===== src/rtl/ray_setup.sv =====
// ---------------------------------------------------------------------------
// ray_setup
//
// Per-column ray setup for the wall tracer. On a frame start the six POV
// vectors are captured. For each of the 2^(SHIFT+1) screen columns the block
// produces:
//   - the ray direction,
//   - the DDA delta distances (saturated reciprocals of the ray components),
//   - the step signs,
//   - the player's map cell and fractional position.
// One restoring divider is shared between the X and Y reciprocals.
//
// Ports
//   clk, reset                 clock, asynchronous active-high reset
//   i_frame_start              1-cycle pulse: snapshot vectors, restart at col 0
//   playerX/Y                  SQ10.10 player position (non-negative)
//   facingX/Y, vplaneX/Y       SQ10.10 facing and viewplane vectors
//   o_valid / i_ready          result handshake towards the tracer
//   o_col                      column index of the presented result
//   o_rayDirX/Y                SQ10.10 ray direction
//   o_deltaX/Y                 Q10.10 |1/rayDir|, 20'h7FFFF when |rayDir| < 3
//   o_stepX/Y                  1 = ray component negative
//   o_mapX/Y, o_fracX/Y        integer / fractional part of player position
//   o_busy                     high whenever the FSM is not idle
//   o_frame_done               1-cycle pulse after the last column is accepted
// ---------------------------------------------------------------------------
module ray_setup #(
  parameter int SHIFT = 8
) (
  input  logic             clk,
  input  logic             reset,
  input  logic             i_frame_start,
  input  logic [19:0]      playerX,
  input  logic [19:0]      playerY,
  input  logic [19:0]      facingX,
  input  logic [19:0]      facingY,
  input  logic [19:0]      vplaneX,
  input  logic [19:0]      vplaneY,
  output logic             o_valid,
  input  logic             i_ready,
  output logic [SHIFT:0]   o_col,
  output logic [19:0]      o_rayDirX,
  output logic [19:0]      o_rayDirY,
  output logic [19:0]      o_deltaX,
  output logic [19:0]      o_deltaY,
  output logic             o_stepX,
  output logic             o_stepY,
  output logic [9:0]       o_mapX,
  output logic [9:0]       o_mapY,
  output logic [9:0]       o_fracX,
  output logic [9:0]       o_fracY,
  output logic             o_busy,
  output logic             o_frame_done
);

  localparam int             ACC_W    = 20 + SHIFT;
  localparam logic [SHIFT:0] LAST_COL = '1;
  // The divider consumes one dividend bit per cycle; 2^20 has 21 bits.
  localparam logic [4:0]     DIV_LAST = 5'd20;
  localparam logic [19:0]    SAT_VAL  = 20'h7FFFF;

  typedef enum logic [2:0] {
    IDLE,
    SETUP,
    DIVX,
    DIVY,
    OUT
  } state_t;

  state_t state_q;

  // Axis index 0 = X, 1 = Y throughout.
  logic [19:0] player_in [2];
  logic [19:0] facing_in [2];
  logic [19:0] vplane_in [2];

  assign player_in[0] = playerX;
  assign player_in[1] = playerY;
  assign facing_in[0] = facingX;
  assign facing_in[1] = facingY;
  assign vplane_in[0] = vplaneX;
  assign vplane_in[1] = vplaneY;

  // Frame snapshots
  logic [19:0] player_q [2];
  logic [19:0] vplane_q [2];

  // Per-column state and results
  logic signed [ACC_W-1:0] acc_q   [2];
  logic [19:0]             ray_q   [2];
  logic [19:0]             delta_q [2];
  logic [1:0]              step_q;
  logic [SHIFT:0]          col_q;
  logic                    valid_q;
  logic                    busy_q;
  logic                    done_q;

  // Derived per-axis values
  logic signed [ACC_W-1:0] acc_init [2];
  logic signed [ACC_W-1:0] acc_next [2];
  logic signed [ACC_W-1:0] acc_shr  [2];
  logic [19:0]             mag      [2];

  for (genvar gi = 0; gi < 2; gi++) begin : g_axis
    // Left edge of the screen: (facing - vplane), kept with SHIFT extra
    // fraction bits so the per-column vplane step stays exact.
    assign acc_init[gi] = ($signed({{SHIFT{facing_in[gi][19]}}, facing_in[gi]})
                         - $signed({{SHIFT{vplane_in[gi][19]}}, vplane_in[gi]}))
                         <<< SHIFT;
    assign acc_next[gi] = acc_q[gi]
                        + $signed({{SHIFT{vplane_q[gi][19]}}, vplane_q[gi]});
    assign acc_shr[gi]  = acc_q[gi] >>> SHIFT;
    // -2^19 maps to 2^19, which still fits a 20-bit unsigned magnitude.
    assign mag[gi]      = ray_q[gi][19] ? (~ray_q[gi] + 20'd1) : ray_q[gi];
  end

  // -------------------------------------------------------------------------
  // Shared restoring divider: q = floor(2^20 / m), one quotient bit per cycle.
  // The dividend is a single 1 followed by zeros, so the bit shifted into the
  // remainder is 1 only on the first iteration.
  // -------------------------------------------------------------------------
  logic [4:0]  cnt_q;
  logic [19:0] rem_q;
  logic [19:0] quo_q;

  logic [19:0] div_m;
  logic [20:0] div_trial;
  logic [20:0] div_diff;
  logic        div_ge;
  logic [19:0] rem_d;
  logic [19:0] quo_d;
  logic [19:0] div_res;

  always_comb begin
    div_m     = (state_q == DIVY) ? mag[1] : mag[0];
    div_trial = {rem_q, (cnt_q == 5'd0)};
    div_diff  = div_trial - {1'b0, div_m};
    div_ge    = (div_trial >= {1'b0, div_m});
    rem_d     = div_ge ? div_diff[19:0] : div_trial[19:0];
    // For m >= 3 the quotient is below 2^19, so dropping the top bit is safe;
    // m < 3 is saturated anyway.
    quo_d     = {quo_q[18:0], div_ge};
    div_res   = (div_m < 20'd3) ? SAT_VAL : quo_d;
  end

  // -------------------------------------------------------------------------
  // Control FSM with registered outputs
  // -------------------------------------------------------------------------
  always_ff @(posedge clk or posedge reset) begin
    if (reset) begin
      state_q <= IDLE;
      col_q   <= '0;
      valid_q <= 1'b0;
      busy_q  <= 1'b0;
      done_q  <= 1'b0;
      step_q  <= '0;
      cnt_q   <= '0;
      rem_q   <= '0;
      quo_q   <= '0;
      for (int k = 0; k < 2; k++) begin
        player_q[k] <= '0;
        vplane_q[k] <= '0;
        acc_q[k]    <= '0;
        ray_q[k]    <= '0;
        delta_q[k]  <= '0;
      end
    end else if (i_frame_start) begin
      // Frame start wins over everything, including a same-cycle handshake.
      state_q <= SETUP;
      col_q   <= '0;
      valid_q <= 1'b0;
      busy_q  <= 1'b1;
      done_q  <= 1'b0;
      for (int k = 0; k < 2; k++) begin
        player_q[k] <= player_in[k];
        vplane_q[k] <= vplane_in[k];
        acc_q[k]    <= acc_init[k];
      end
    end else begin
      done_q <= 1'b0;
      unique case (state_q)
        IDLE: begin
          busy_q <= 1'b0;
        end

        SETUP: begin
          for (int k = 0; k < 2; k++) begin
            ray_q[k]  <= acc_shr[k][19:0];
            step_q[k] <= acc_shr[k][19];
          end
          cnt_q   <= '0;
          rem_q   <= '0;
          quo_q   <= '0;
          state_q <= DIVX;
        end

        DIVX: begin
          rem_q <= rem_d;
          quo_q <= quo_d;
          cnt_q <= cnt_q + 5'd1;
          if (cnt_q == DIV_LAST) begin
            delta_q[0] <= div_res;
            cnt_q      <= '0;
            rem_q      <= '0;
            quo_q      <= '0;
            state_q    <= DIVY;
          end
        end

        DIVY: begin
          rem_q <= rem_d;
          quo_q <= quo_d;
          cnt_q <= cnt_q + 5'd1;
          if (cnt_q == DIV_LAST) begin
            delta_q[1] <= div_res;
            cnt_q      <= '0;
            valid_q    <= 1'b1;
            state_q    <= OUT;
          end
        end

        OUT: begin
          if (i_ready) begin
            valid_q <= 1'b0;
            if (col_q == LAST_COL) begin
              state_q <= IDLE;
              busy_q  <= 1'b0;
              done_q  <= 1'b1;
            end else begin
              col_q   <= col_q + 1'b1;
              acc_q   <= acc_next;
              state_q <= SETUP;
            end
          end
        end

        default: begin
          state_q <= IDLE;
          valid_q <= 1'b0;
          busy_q  <= 1'b0;
        end
      endcase
    end
  end

  // -------------------------------------------------------------------------
  // Outputs
  // -------------------------------------------------------------------------
  assign o_valid      = valid_q;
  assign o_busy       = busy_q;
  assign o_frame_done = done_q;
  assign o_col        = col_q;
  assign o_rayDirX    = ray_q[0];
  assign o_rayDirY    = ray_q[1];
  assign o_deltaX     = delta_q[0];
  assign o_deltaY     = delta_q[1];
  assign o_stepX      = step_q[0];
  assign o_stepY      = step_q[1];
  assign o_mapX       = player_q[0][19:10];
  assign o_mapY       = player_q[1][19:10];
  assign o_fracX      = player_q[0][9:0];
  assign o_fracY      = player_q[1][9:0];

endmodule


===== config.mk =====
export PLATFORM = sky130hd
export DESIGN_NAME = ray_setup
export DESIGN_NICKNAME = d
export VERILOG_FILES = /design/src/rtl/ray_setup.sv
export SDC_FILE = /design/constraint.sdc
export NUM_CORES = 1
export LEC_CHECK = 0
export CAP_MARGIN = 20
export CORE_UTILIZATION = 45
export CTS_BUF_LIST = sky130_fd_sc_hd__clkbuf_8
export DETAILED_ROUTE_END_ITERATION = 16
export PLACE_DENSITY = 0.78
export SKIP_CTS_REPAIR_TIMING = 1
export SYNTH_ARGS = -nofsm -noshare
export SYNTH_HDL_FRONTEND = slang
export SYNTH_SLANG_ARGS = --single-unit

===== constraint.sdc =====
create_clock -name clk -period 10.41 [get_ports clk]
set_clock_uncertainty 0.15 [all_clocks]
set_input_delay 1.041 -clock clk [delete_from_list [all_inputs] [get_ports clk]]
set_output_delay 1.041 -clock clk [all_outputs]
set_load 0.05 [all_outputs]

=== After elaboration in Yosys (flattened, before gate mapping) ===
Index checks and enable logic that the tools add are counted.

* Register bits after elaboration: 277
* Bits in latches: 0
* Memory bits (writable): 0
* Bits in read-only memories: 0
* Input bits: 124
* Logic and storage cells: 102
* Memories: 0

* Add/subtract/negate cells: 9
* Multipliers: 0
* Divide/modulo/power cells: 0
* Magnitude comparators: 2
* Eq/ne operators: 14
* Shift-type cells: 0
* Multiplexer cells: 37
* Bitwise logic cells: 3
* Reduce and logical (&&, ||, !) cells: 18

{| class="wikitable"
|+ Operators by type and width
! kind !! number
|-
| 56-bit 2-to-1 mux || 4
|-
| 20-bit 2-to-1 mux || 6
|-
| 20-bit case mux with 3 select lines || 1
|-
| 20-bit subtractor || 3
|-
| 19-bit case mux with 3 select lines || 1
|-
| 28-bit by 20-bit adder with 28-bit output || 2
|-
| 20-bit by 1-bit adder with 20-bit output, second input constant || 2
|-
| 20-bit inverter || 2
|-
| 9-bit 2-to-1 mux || 4
|-
| 21-bit by 20-bit greater-or-equal comparator with 1-bit output || 1
|-
| 20-bit by 2-bit less-than comparator with 1-bit output, second input constant || 1
|-
| 19-bit 2-to-1 mux || 1
|-
| 3-bit case mux with 5 select lines || 1
|-
| 3-bit AND reduction || 5
|-
| 3-bit 2-to-1 mux || 4
|-
| 1-bit 2-to-1 mux || 11
|-
| 5-bit case mux with 2 select lines || 1
|-
| 9-bit by 1-bit adder with 9-bit output, second input constant || 1
|-
| 9-bit == test, second input constant || 1
|-
| 3-bit != test, second input constant || 3
|-
| 3-bit by 2-bit == test with 1-bit output, second input constant || 2
|-
| 2-bit AND reduction || 3
|-
| 2-bit nonzero test || 3
|-
| 3-bit OR reduction || 2
|-
| 16 further kinds || 18
|}

=== Depth between registers and ports, before layout ===
Gate-level depths: netlist (run 1).

* Word-level depth: 8
* Mapped depth: 23

=== Worst setup path after synthesis (run 1) ===
OpenSTA, ideal clock, no wires.

* Kind: flip-flop to flip-flop
* Start point: register ray_q, in the netlist o_rayDirY[3]
* End point: register rem_q[12]
* Setup time: 121 ps
* Arrival: 4830 ps
* Required time: 10139 ps
* Path slack: 5309 ps
* Stages on the path, launching flop included: 19
* Path buffers: 2
* Period minus slack after synthesis: 5101 ps
* Cells stage by stage: dfrtp_1 -> or4_4 -> or2_1 -> clkbuf_1 -> or4_1 -> or2_2 -> o21ai_0 -> xnor2_1 -> mux2i_1 -> ha_1 -> and3_1 -> nand2_1 -> o21ai_0 -> nor3_4 -> a2111oi_1 -> a2111o_1 -> buf_6 -> mux2_4 -> a22o_1

* Word-level cells in the longest chain between the ends: 8

{| class="wikitable"
|+ Ends and longest elaborated chain
! what !! line !! text
|-
| start: declaration || 90 || <nowiki>logic [19:0] ray_q [2];</nowiki>
|-
| start signal: indexed assignment || 188 || <nowiki>ray_q[k] <= acc_shr[k][19:0];</nowiki>
|-
| 20-bit inverter || 114 || <nowiki>assign mag[gi] = ray_q[gi][19] ? (~ray_q[gi] + 20'd1) : ray_q[gi];</nowiki>
|-
| 20-bit by 1-bit adder with 20-bit output || 114 ||
|-
| 20-bit 2-to-1 mux (*) || 114 ||
|-
| 20-bit 2-to-1 mux (*) || 135 || <nowiki>div_m = (state_q == DIVY) ? mag[1] : mag[0];</nowiki>
|-
| 20-bit subtractor or 21-bit by 20-bit greater-or-equal comparator with 1-bit output (tied branches) || 137, 138 ||
|-
| 20-bit 2-to-1 mux (*) || 139 || <nowiki>rem_d = div_ge ? div_diff[19:0] : div_trial[19:0];</nowiki>
|-
| 20-bit 2-to-1 mux || 201 || <nowiki>if (cnt_q == DIV_LAST) begin</nowiki>
|-
| 20-bit case mux with 3 select lines (*) || 181 || <nowiki>unique case (state_q)</nowiki>
|-
| end signal: assignment || 198 || <nowiki>rem_q <= rem_d;</nowiki>
|-
| end signal: assignment || 211 || <nowiki>rem_q <= rem_d;</nowiki>
|-
| end: declaration || 123 || <nowiki>logic [19:0] rem_q;</nowiki>
|}

Mark *: on every way between the ends. The rest lies on a longest branch, timed or not.
A chain may end at the register's enable or synchronous reset.

=== Worst setup path in the final report (run 1) ===
* Start point: register state_q[2]
* End point: register rem_q[12]

* Word-level cells in the longest chain between the ends: 6

{| class="wikitable"
|+ Ends and longest elaborated chain
! what !! line !! text
|-
| start: declaration || 70 || <nowiki>state_t state_q;</nowiki>
|-
| start signal: assignment || 151 || <nowiki>state_q <= IDLE;</nowiki>
|-
| start signal: assignment || 169 || <nowiki>state_q <= SETUP;</nowiki>
|-
| start signal: assignment || 194 || <nowiki>state_q <= DIVX;</nowiki>
|-
| 3-bit by 2-bit == test with 1-bit output || 135, 181 ||
|-
| 20-bit 2-to-1 mux || 135 ||
|-
| 20-bit subtractor or 21-bit by 20-bit greater-or-equal comparator with 1-bit output (tied branches) || 137, 138 ||
|-
| 20-bit 2-to-1 mux || 139 ||
|-
| 20-bit 2-to-1 mux || 201 ||
|-
| 20-bit case mux with 3 select lines || 181 ||
|}

Parallel ways exist; a longest one is shown, timed or not.

==> summary.txt, run 1 <==
Global route
  • GRT Total Usage: 23.9%
  • First-pass GRT wire length: 72900 um
  • Vias in the first global route: 13653
  • Pin count of the biggest net entering global routing: 126
  • Initial antenna violation count: 1
  • Grt total ovfl: 0

STA
  • Final slew viol count: 0
  • Worst setup margin: 4430 ps
  • Max_slew headroom: 24.6%
  • Fin Hold WS: 331 ps
  • Min Clock Period, post-route: 5980 ps
  • Period utilization: 57.4%
  • Final Setup Violations: 0
  • Setup_tns: 0 ps
  • RSZ-0062 raised after global routing: no
  • F_max: 0.167 GHz
  • Worst Tran Pin Value: 1130 ps
  • Final Hold Vio Count: 0

Pwr
  • Reg power frac: 33.8%
  • Switch Pwr: 1.70 mW
  • Comb power frac: 42.0%
  • Max IR drop VDD: 0.0982 mV
  • Clk pwr share: 24.2%
  • Sw frac: 40.7%
  • Leak Pwr: 9.15 nW
  • Internal power: 2.47 mW
  • Pwr Density: 199 mW/mm^2

Setup path
  • Slowest CP cell: a2111o_1
  • Max stage delay on crit path: 870 ps
  • Worst path required time: 10740 ps
  • Worst setup path start: state_q[2]
  • Cells along the critical path: nand3b_1, nand2_1, o21ai_0, ha_1, and4_1, a21bo_2, a21oi_1, o22ai_1, a311o_2, a211oi_1, nor3_4, a2111oi_1, a2111o_1, mux2_4, a22o_1
  • Crit. End Element: register
  • Crit Path Max Fanout: 27
  • Crit path DAT: 6310 ps
  • CP Class: reg2reg
  • CP startpoint kind: register
  • Reg-to-reg startpoint: state_q[2]

Clock tree
  • CTS tree: yes
  • H-tree depth: 2
  • Num CTS Buffers: 50
  • Clk slew on worst S/H paths: 60 ps
  • CTS Buffer Depth: 3
  • Clock Sinks: 275
  • CTS root buffer: clkbuf_8
  • Clk Latency, worst-skew pair: 620 ps

Placed design
  • Detailed placement HPWL: 33800 um
  • GPL Wtd Cong: 0.985
  • Place WS: 4490 ps
  • IO buf count: 257

Hold path
  • HP Class: reg2reg
  • Hold Path Origin: o_deltaY[14]

Detailed routing
  • Post-DR wirelength/cell: 18.6 um
  • Total Wirelength: 46100 um
  • First-pass DRT Iterations: 5
  • Via count: 14099
  • Post-route ant nets: 0
  • DRC Markers: 0
  • Initial DRC count: 896
  • Vias/cell: 5.69

Floorplan
  • CORE AREA: 0.0368 sq mm
  • Rows: 70
  • Die area: 0.0384 sq mm
  • Die Wd: 196 um
  • Starting Density: 46.0%
  • I/O pins: 258
  • Die height: 196 um

Yosys
  • Number of synthesized flops with an enable pin: 0
  • Synth area leader: dfrtp_1
  • Post-Syn Area: 0.0169 sq mm
  • Synth top area cells: dfrtp_1, ha_1, mux2_2
  • FFs w/ async S/R, synth: 100%
  • Syn Inst Count: 1728
  • Synth Register Bits: 275
  • Mapped Nets: 1971
  • Avg Cell Area, Syn: 9.79 sq um
  • Top cell type's share of synthesized area: 40.7%
  • Post-synth cell types: 74
  • Ys Warns: 0
  • Primary FF master, synth: dfrtp_1
  • Sequential area share after synthesis: 40.7%

Layout
  • P&R area growth vs syn: 23.6%
  • Post-layout util: 56.8%
  • Fraction of layout cells with a size suffix above 1: 11.0%
  • Final #Nets: 2218

Flow run
  • MaxCap Viol Count: 0

Outcome
  • Run status: finished clean
==> cells in the final DEF, fill, tap and decap left out, drive strengths merged, types with 6 or more instances in the layout <==
cell type and n:
dfrtp 275, clkdlybuf4s50 256, nand2 143, mux2 117, a21oi 115, ha 114
o21ai 113, nor2 109, inv 87, xnor2 78, xor2 61, clkbuf 61
nor3 45, a21o 39, a22o 27, nand3 25, a31oi 25, or3 22
nand2b 22, a211oi 21, mux2i 19, o21a 19, nor2b 18, buf 14
nand4 12, o31ai 12, and3 10, a221oi 10, o41ai 10, o22ai 9
o21bai 8, a211o 7, o221ai 7, nand3b 6, a21boi 6, or2 6
==> final timing paths <==
| path | endpoint | slack, ps | cells past startpoint |
|---|---|---|---|
| setup reg to reg | rem_q[12] | 4430 | 15 |
| setup / recovery | rem_q[12] | 4430 | 15 |
| hold / removal | o_deltaY[14] | 330 | 2 |
| min in group asynchronous | o_deltaX[6] | 850 | 2 |
| max in group asynchronous | o_rayDirX[15] | 7680 | 3 |
| hold reg to reg | o_deltaY[14] | 330 | 2 |
==> layer usage <==
metal  global-route usage, %  up-vias  wire length (um)
li1                        -     6764                 -
met1                    32.9     6842             20600
met2                    37.7      405             21400
met3                    4.49       88              2810
met4                    8.22        0              1330
met5                       0        -                 0
==> power by group through the flow <==
| stage | Clock, mW | Sequential (mW) | Combinational, mW |
|---|---|---|---|
| CTS | 1.04 | 1.40 | 1.74 |
| detailed placement | 0 | 1.42 | 1.73 |
| floorplan | 0 | 1.61 | 1.02 |
| finish | 1.01 | 1.41 | 1.75 |
| global route | 1.09 | 1.43 | 1.88 |
| global placement | 0 | 1.41 | 1.71 |
==> synth_stat cells (all sizes together) (7+ instances only) <==
cell	n
dfrtp	275
nand2	143
mux2	117
a21oi	115
ha	114
o21ai	113
nor2	109
xnor2	78
inv	68
clkbuf	65
xor2	61
nor3	45
a21o	39
a22o	27
a31oi	25
nand3	25
nand2b	22
or3	22
a211oi	21
mux2i	19
o21a	19
nor2b	18
nand4	12
o31ai	12
a221oi	10
and3	10
buf	10
o41ai	10
o22ai	9
o21bai	8
a211o	7
o221ai	7
==> kinds of logic after synthesis <==
logic type / share of synthesized area (%)
AND/OR/NAND/NOR: 12.7
AO/OA/AOI/OAI: 18.0
adder cells (fa/ha/maj): 9.15
multiplexers: 8.94
buffers and inverters: 3.34
flip-flops: 40.7
XOR/XNOR: 7.20
==> final cells by class <==
class / count / area [sq um]
Antenna cell: 2 / 5.00
Inverter: 68 / 263
Tap cell: 468 / 586
Timing Repair Buffer: 270 / 2690
Fill cell: 3198 / 15900
Sequential cell: 275 / 6880
Clock inverter: 23 / 129
Multi-Input combinational cell: 1310 / 9500
Clock buffer: 61 / 840
==> stage by stage <==
step                instance area, sq um  instances  total power, mW
floorplan                          16900       1728             2.63
global placement                   19900       2390             3.12
detailed placement                 19900       2390             3.15
CTS                                20900       2474             4.19
global route                       20900       2476             4.40
finish                             20900       2477             4.17
==> critical path, delay by kind of cell, from the launching register on <==
kind | cells | cell delay [ps]
AOI/OAI and AO/OA | 9 | 3050
muxes | 1 | 350
and+or+nand+nor | 4 | 1370
adders and majority gates | 1 | 440
DFF | 1 | 490
==> flip-flops by register name (all words and copies together) (netlist names) <==
signal	flops
rem_q	20
o_rayDirY	20
vplane_q	40
o_fracX	10
o_deltaX	20
o_valid	1
cnt_q	5
o_fracY	10
o_frame_done	1
o_col	9
o_busy	1
acc_q	56
o_mapY	10
o_mapX	10
step_q	1
quo_q	19
state_q	3
o_deltaY	20
o_rayDirX	19
(Power assumes the default switching activity.)
==> run 2, diff against run 1 <==
PLACE_DENSITY = 0.81   (was 0.78)
clock period = 5 ns   (was 10.41 ns; I/O delays follow)
==> run 2 against run 1 <==
Against the previous run:
- total power rose by 120%
- clock power rose by 120%
- sequential power rose by 100%
- largest power group unchanged
- worst setup slack got worse by 4200 ps
- first-iteration DRC count rose by 12%
- critical endpoint is now rem_q[18]
- largest cell class unchanged
- maximum frequency rose by 25%
- die area did not move
- non-clock buffer count rose by 47
- flip-flop and latch count did not move
- via count rose by 2.4%
- register-to-register slack got worse by 4200 ps
==> summary.txt, run 2 (synthesis gave the netlist of run 1 again) <==
Floorplan
  • Rows: 70 (unchanged)
  • Die area: 0.0384 sq mm (unchanged)
  • Die height: 196 um (unchanged)
  • Die Wd: 196 um (unchanged)
  • Starting Density: 46.0% (unchanged)
  • CORE AREA: 0.0368 sq mm (unchanged)
  • I/O pins: 258 (unchanged)

Global route
  • Vias in the first global route: 14156 (+3.7%)
  • Grt total ovfl: 0 (unchanged)
  • Initial antenna violation count: 0 (-1)
  • Pin count of the biggest net entering global routing: 110 (-13%)
  • First-pass GRT wire length: 74400 um (+2.0%)
  • GRT Total Usage: 24.2% (+0.30 points)

Detailed routing
  • Post-route ant nets: 0 (unchanged)
  • Total Wirelength: 46600 um (+1.2%)
  • Initial DRC count: 1007 (+12%)
  • First-pass DRT Iterations: 6 (+1)
  • DRC Markers: 0 (unchanged)
  • Post-DR wirelength/cell: 18.4 um (-0.79%)
  • Vias/cell: 5.71 (+0.35%)
  • Via count: 14434 (+2.4%)

Setup path
  • Crit path DAT: 5120 ps (-1190 ps)
  • CP Class: reg2reg
  • Worst path required time: 5340 ps (-5400 ps)
  • CP startpoint kind: register
  • Crit Path Max Fanout: 8 (-70%)
  • Crit. End Element: register

Layout
  • Fraction of layout cells with a size suffix above 1: 14.1% (+3.1 points)
  • Max reg flops: 56 (unchanged)
  • Post-layout util: 58.3% (+1.5 points)
  • Multi-input logic area: 0.00956 sq mm (+0.61%)
  • Largest reg by FF count: acc_q
  • Number of diodes: 0 (-2)
  • Largest registers: acc_q (56), vplane_q (40)
  • FF+latch area: 0.00689 sq mm (about the same)
  • Fin cells: 2527 (+2.0%)
  • Final #Nets: 2264 (+2.1%)
  • P&R area growth vs syn: 26.8%
  • Fillers: 3139 (-1.8%)
  • Commonest non-fill, non-tap cell in the layout: dfrtp_1
  • Commonest cells after routing, fill and taps aside: dfrtp_1, clkdlybuf4s50_1, nand2_1

Placed design
  • Placed cell count: 2435 (+1.9%)
  • Detailed placement HPWL: 34600 um (+2.4%)
  • IO buf count: 257 (unchanged)
  • GPL Wtd Cong: 0.932 (-5.4%)

Clock tree
  • H-tree depth: 2 (unchanged)
  • Clk slew on worst S/H paths: 60 ps (about the same)
  • Num CTS Buffers: 49 (-2.0%)
  • CTS tree: yes
  • CTS Buffer Depth: 3 (unchanged)
  • CTS root buffer: clkbuf_8
  • Clk Latency, worst-skew pair: 620 ps (about the same)
  • Clock Sinks: 275 (unchanged)

STA
  • F_max: 0.209 GHz (+25%)
  • Period utilization: 95.8% (+38 points)
  • RSZ-0062 raised after global routing: no
  • Worst Tran Pin Value: 984 ps (-146 ps)
  • Final Setup Violations: 0 (unchanged)
  • Final slew viol count: 0 (unchanged)
  • Max_slew headroom: 34.4% (+9.8 points)
  • Final Hold Vio Count: 0 (unchanged)
  • Min Clock Period, post-route: 4790 ps (-1190 ps)

Pwr
  • Leak Pwr: 9.43 nW (+3.1%)
  • Max IR drop VDD: 0.213 mV (+120%)
  • Tot Pwr: 9.07 mW (+120%)
  • Pwr Density: 423 mW/mm^2 (+110%)

Flow run
  • MaxCap Viol Count: 0 (unchanged)

Hold path
  • HP Class: in2async

Outcome
  • Run status: finished clean
[run 2: changes by cell type in the layout (fill, tap and decap cells not counted), moves of 2 or more]
cell	previous run	this run
o21ai_1	5	9
clkinv_2	1	5
bufinv_16	1	3
dfrtp_2	0	4
diode_2	2	0
buf_12	0	4
a21oi_2	0	5
buf_4	12	53
dfrtp_1	275	271
o21ai_0	108	103
a21oi_1	115	110
[run 2: cell type report]
type | instances | share of cell area, %
tap | 468 | 2.73
clock buffer | 61 | 3.92
inverter | 68 | 1.21
sequential | 275 | 32.1
clock inverter | 28 | 0.957
timing repair buffer | 317 | 14.5
multi-input combinational | 1310 | 44.6
[run 2: power by group]
part / switching [mW] / internal, mW
logic: 2.31 / 1.67
clock network: 0.963 / 1.26
registers: 0.349 / 2.52
total: 3.63 / 5.45
[run 2: metal layers]
metal / vias to the layer above / global-route usage, % / share of wire [%]
li1: 6861 / - / -
met1: 7091 / 33.0 / 45
met2: 404 / 39.0 / 48
met3: 78 / 3.85 / 4.8
met4: 0 / 8.59 / 2.8
met5: - / 0 / 0
[run 2: worst paths after layout]
check	to	cells past startpoint	start	slack [ps]
worst max-delay path	rem_q[18]	19	o_rayDirX[1]	210
worst min-delay path	o_rayDirY[5]	2	reset	230
worst max register to register	rem_q[18]	19	o_rayDirX[1]	210
worst min register to register	o_deltaY[16]	2	o_deltaY[16]	340
max in group asynchronous	acc_q[8]	3	reset	3430
min in group clk	o_col[7]	2	i_frame_start	320
[run 2: metrics by stage]
| step | hold slack (ps) | worst slack [ps] | area, sq um | TNS (ps) |
|---|---|---|---|---|
| CTS | 212 | -76.2 | 21300 | -438 |
| global placement | 312 | -6.07 | 20300 | -6.07 |
| finish | 227 | 212 | 21400 | 0 |
| detailed placement | 316 | -51.8 | 20300 | -212 |
| floorplan | 304 | 9.90 | 16900 | 0 |
| global route | 262 | 18.5 | 21400 | 0 |
[run 2: worst max-delay path, stage by stage (launching register included)]
cell       delay [ps]
dfrtp_1           380
or4_1             550
o21ai_0           210
xnor2_1           110
a21oi_1           220
ha_1              280
buf_4             150
o21a_1            190
a21oi_2           180
a21oi_2           100
o41ai_2           350
a311o_2           270
a211oi_2           80
nor3_4            240
a2111oi_2         100
a2111o_2          470
buf_12            190
nand3_1            80
mux2i_1           100
a211o_1           260
==> run 3, diff against run 2 <==
SETUP_SLACK_MARGIN = 0.05   (was unset)
==> run 3 against run 2 <==
Against the previous run:
- critical path depth shrank 2
- critical path type unchanged
- maximum frequency fell by 0.27%
- final cell count fell by 0.20%
- routed wire length up 0.30%
- largest cell class unchanged
- first-iteration DRC count down 10%
==> summary.txt, run 3 (synthesis gave the netlist of run 1 again) <==
Global route
  • Vias in the first global route: 14189 (+0.23%)
  • Pin count of the biggest net entering global routing: 166 (+51%)
  • First-pass GRT wire length: 74500 um (+0.12%)
  • Grt total ovfl: 0 (unchanged)
  • Initial antenna violation count: 0 (unchanged)
  • GRT Total Usage: 24.2% (+0.030 points)

Setup path
  • Worst path required time: 5330 ps (about the same)
  • Crit Path Max Fanout: 5 (-3)
  • Worst Path Buf+Inv: 1 (-1)
  • Cells along the critical path: or4_4, or2_4, or4_4, or2_4, o21ai_2, xnor2_1, mux2i_1, ha_1, and3_4, nand2_1, a21oi_2, nor3_4, a2111oi_2, a2111o_1, buf_6, mux2_4, a22o_1
  • Crit. End Element: register
  • CP startpoint kind: register
  • Reg-to-reg startpoint: o_rayDirY[3]
  • RR Endpoint: rem_q[12]
  • CP Class: reg2reg
  • R2R Setup Slk: 200 ps (about the same)
  • Reg2Reg Depth: 17 (-2)
  • Max stage delay on crit path: 530 ps (-20 ps)
  • Crit path DAT: 5130 ps (about the same)
  • Slowest CP cell: or4_4
  • CP delay by family, top: simple AND/OR/NAND/NOR gates

STA
  • Worst Tran Pin Value: 1140 ps (+159 ps)
  • Fin Hold WS: 280 ps (+53.6 ps)
  • Max_slew headroom: 23.7% (-11 points)
  • Setup_tns: 0 ps (unchanged)
  • Final Hold Vio Count: 0 (unchanged)
  • Final Setup Violations: 0 (unchanged)
  • Min Clock Period, post-route: 4800 ps (+12.8 ps)
  • Period utilization: 96.0% (+0.26 points)
  • F_max: 0.208 GHz (-0.27%)
  • Final slew viol count: 0 (unchanged)

Pwr
  • Pwr Density: 425 mW/mm^2 (+0.50%)
  • Max IR drop VDD: 0.239 mV (+12%)
  • Leak Pwr: 9.42 nW (about the same)

Floorplan
  • Die height: 196 um (unchanged)
  • Die Wd: 196 um (unchanged)
  • Rows: 70 (unchanged)
  • I/O pins: 258 (unchanged)
  • Starting Density: 46.0% (unchanged)
  • Die area: 0.0384 sq mm (unchanged)
  • CORE AREA: 0.0368 sq mm (unchanged)

Hold path
  • WHS Path Cells: 2
  • Hold endpoint: o_col[7]
  • Hold Path Origin: i_frame_start
  • HP Class: in2reg

Layout
  • Fillers: 3139 (unchanged)
  • Final #Nets: 2263 (-0.044%)
  • Largest reg by FF count: acc_q
  • Max reg flops: 56 (unchanged)
  • Largest registers: acc_q (56), vplane_q (40)
  • Commonest cells after routing, fill and taps aside: dfrtp_1, clkdlybuf4s50_1, nand2_1
  • Fraction of layout cells with a size suffix above 1: 14.6% (+0.47 points)
  • Final Cell Area: 0.0215 sq mm (+0.13%)
  • P&R area growth vs syn: 26.9%
  • FF+latch area: 0.00689 sq mm (about the same)
  • Number of diodes: 0 (unchanged)
  • Multi-input logic area: 0.00964 sq mm (+0.84%)
  • Commonest non-fill, non-tap cell in the layout: dfrtp_1

Clock tree
  • CTS root buffer: clkbuf_8
  • Num CTS Buffers: 48 (-2.0%)
  • CTS Buffer Depth: 3 (unchanged)
  • Clk slew on worst S/H paths: 60 ps (about the same)
  • Clock Sinks: 275 (unchanged)
  • H-tree depth: 2 (unchanged)
  • CTS tree: yes
  • Clk Latency, worst-skew pair: 610 ps (about the same)

Placed design
  • IO buf count: 257 (unchanged)
  • GPL Wtd Cong: 0.949 (+1.9%)
  • Detailed placement HPWL: 34300 um (-0.85%)
  • Placed cell area: 0.0202 sq mm (-0.31%)

Outcome
  • Run status: finished clean

Detailed routing
  • First-pass DRT Iterations: 5 (-1)
  • Total Wirelength: 46800 um (+0.30%)
  • Post-DR wirelength/cell: 18.5 um (+0.50%)
  • Post-route ant nets: 0 (unchanged)
  • Initial DRC count: 906 (-10%)
  • DRC Markers: 0 (unchanged)
  • Vias/cell: 5.74 (+0.42%)
  • Via count: 14466 (+0.22%)

Flow run
  • MaxCap Viol Count: 0 (unchanged)
==> run 3: cell count changes in the layout (fill, tap and decap cells not counted), moves of 2 or more <==
cell	change
a21oi_1	-2
buf_12	-2
buf_4	+2
buf_6	+2
clkinvlp_4	-2
ha_1	-2
inv_1	-4
==> run 3: how the worst max path moves through the flow <==
stage	depth (start not counted)	end	start
finish	17	rem_q[12]	o_rayDirY[3]
global route	17	rem_q[12]	o_rayDirY[3]
CTS	18	rem_q[18]	o_rayDirY[3]
detailed placement	18	rem_q[18]	o_rayDirY[3]
global placement	18	rem_q[18]	o_rayDirY[3]
floorplan	18	rem_q[12]	o_rayDirY[3]
==> run 3: cell type report <==
| class | count | share of cell area [%] |
|---|---|---|
| Multi-Input combinational cell | 1310 | 44.9 |
| Sequential cell | 275 | 32.1 |
| Timing Repair Buffer | 317 | 14.3 |
| Clock buffer | 62 | 3.98 |
| Tap cell | 468 | 2.73 |
| Inverter | 68 | 1.21 |
| Clock inverter | 22 | 0.857 |
==> run 3: layer usage <==
metal  part of all wire (%)  global-route usage, %  vias up
li1                       -                      -     6851
met1                     44                   32.7     7048
met2                     48                   39.5      482
met3                    6.3                   4.30       85
met4                    2.6                   7.78        0
met5                      0                      0        -
==> run 3: worst reg2reg max path, stage by stage (launching register included) <==
cell and delay [ps]:
dfrtp_2 400, or4_4 530, or2_4 270, or4_4 500, or2_4 260, o21ai_2 120
xnor2_1 120, mux2i_1 130, ha_1 390, and3_4 230, nand2_1 90, a21oi_2 180
nor3_4 60, a2111oi_2 350, a2111o_1 280, buf_6 140, mux2_4 280, a22o_1 190
==> run 3: through the flow <==
step                utilization (%)  instances  setup slack, ps  power, mW
floorplan                         -       1728             55.8       5.48
finish                         58.4       2522              200       9.13
global route                   58.4       2522            -4.16       9.63
global placement               55.0       2430             88.5       6.66
detailed placement             55.0       2430             54.5       6.75
CTS                            57.8       2514             21.5       9.01
==> run 3: power breakdown <==
group          total (mW)  leakage (nW)  internal (mW)  switching (mW)
Combinational        4.04          5.50           1.70            2.34
Sequential           2.88          3.34           2.52           0.361
Clock                2.21         0.584           1.27           0.949
Total                9.13          9.42           5.48            3.65
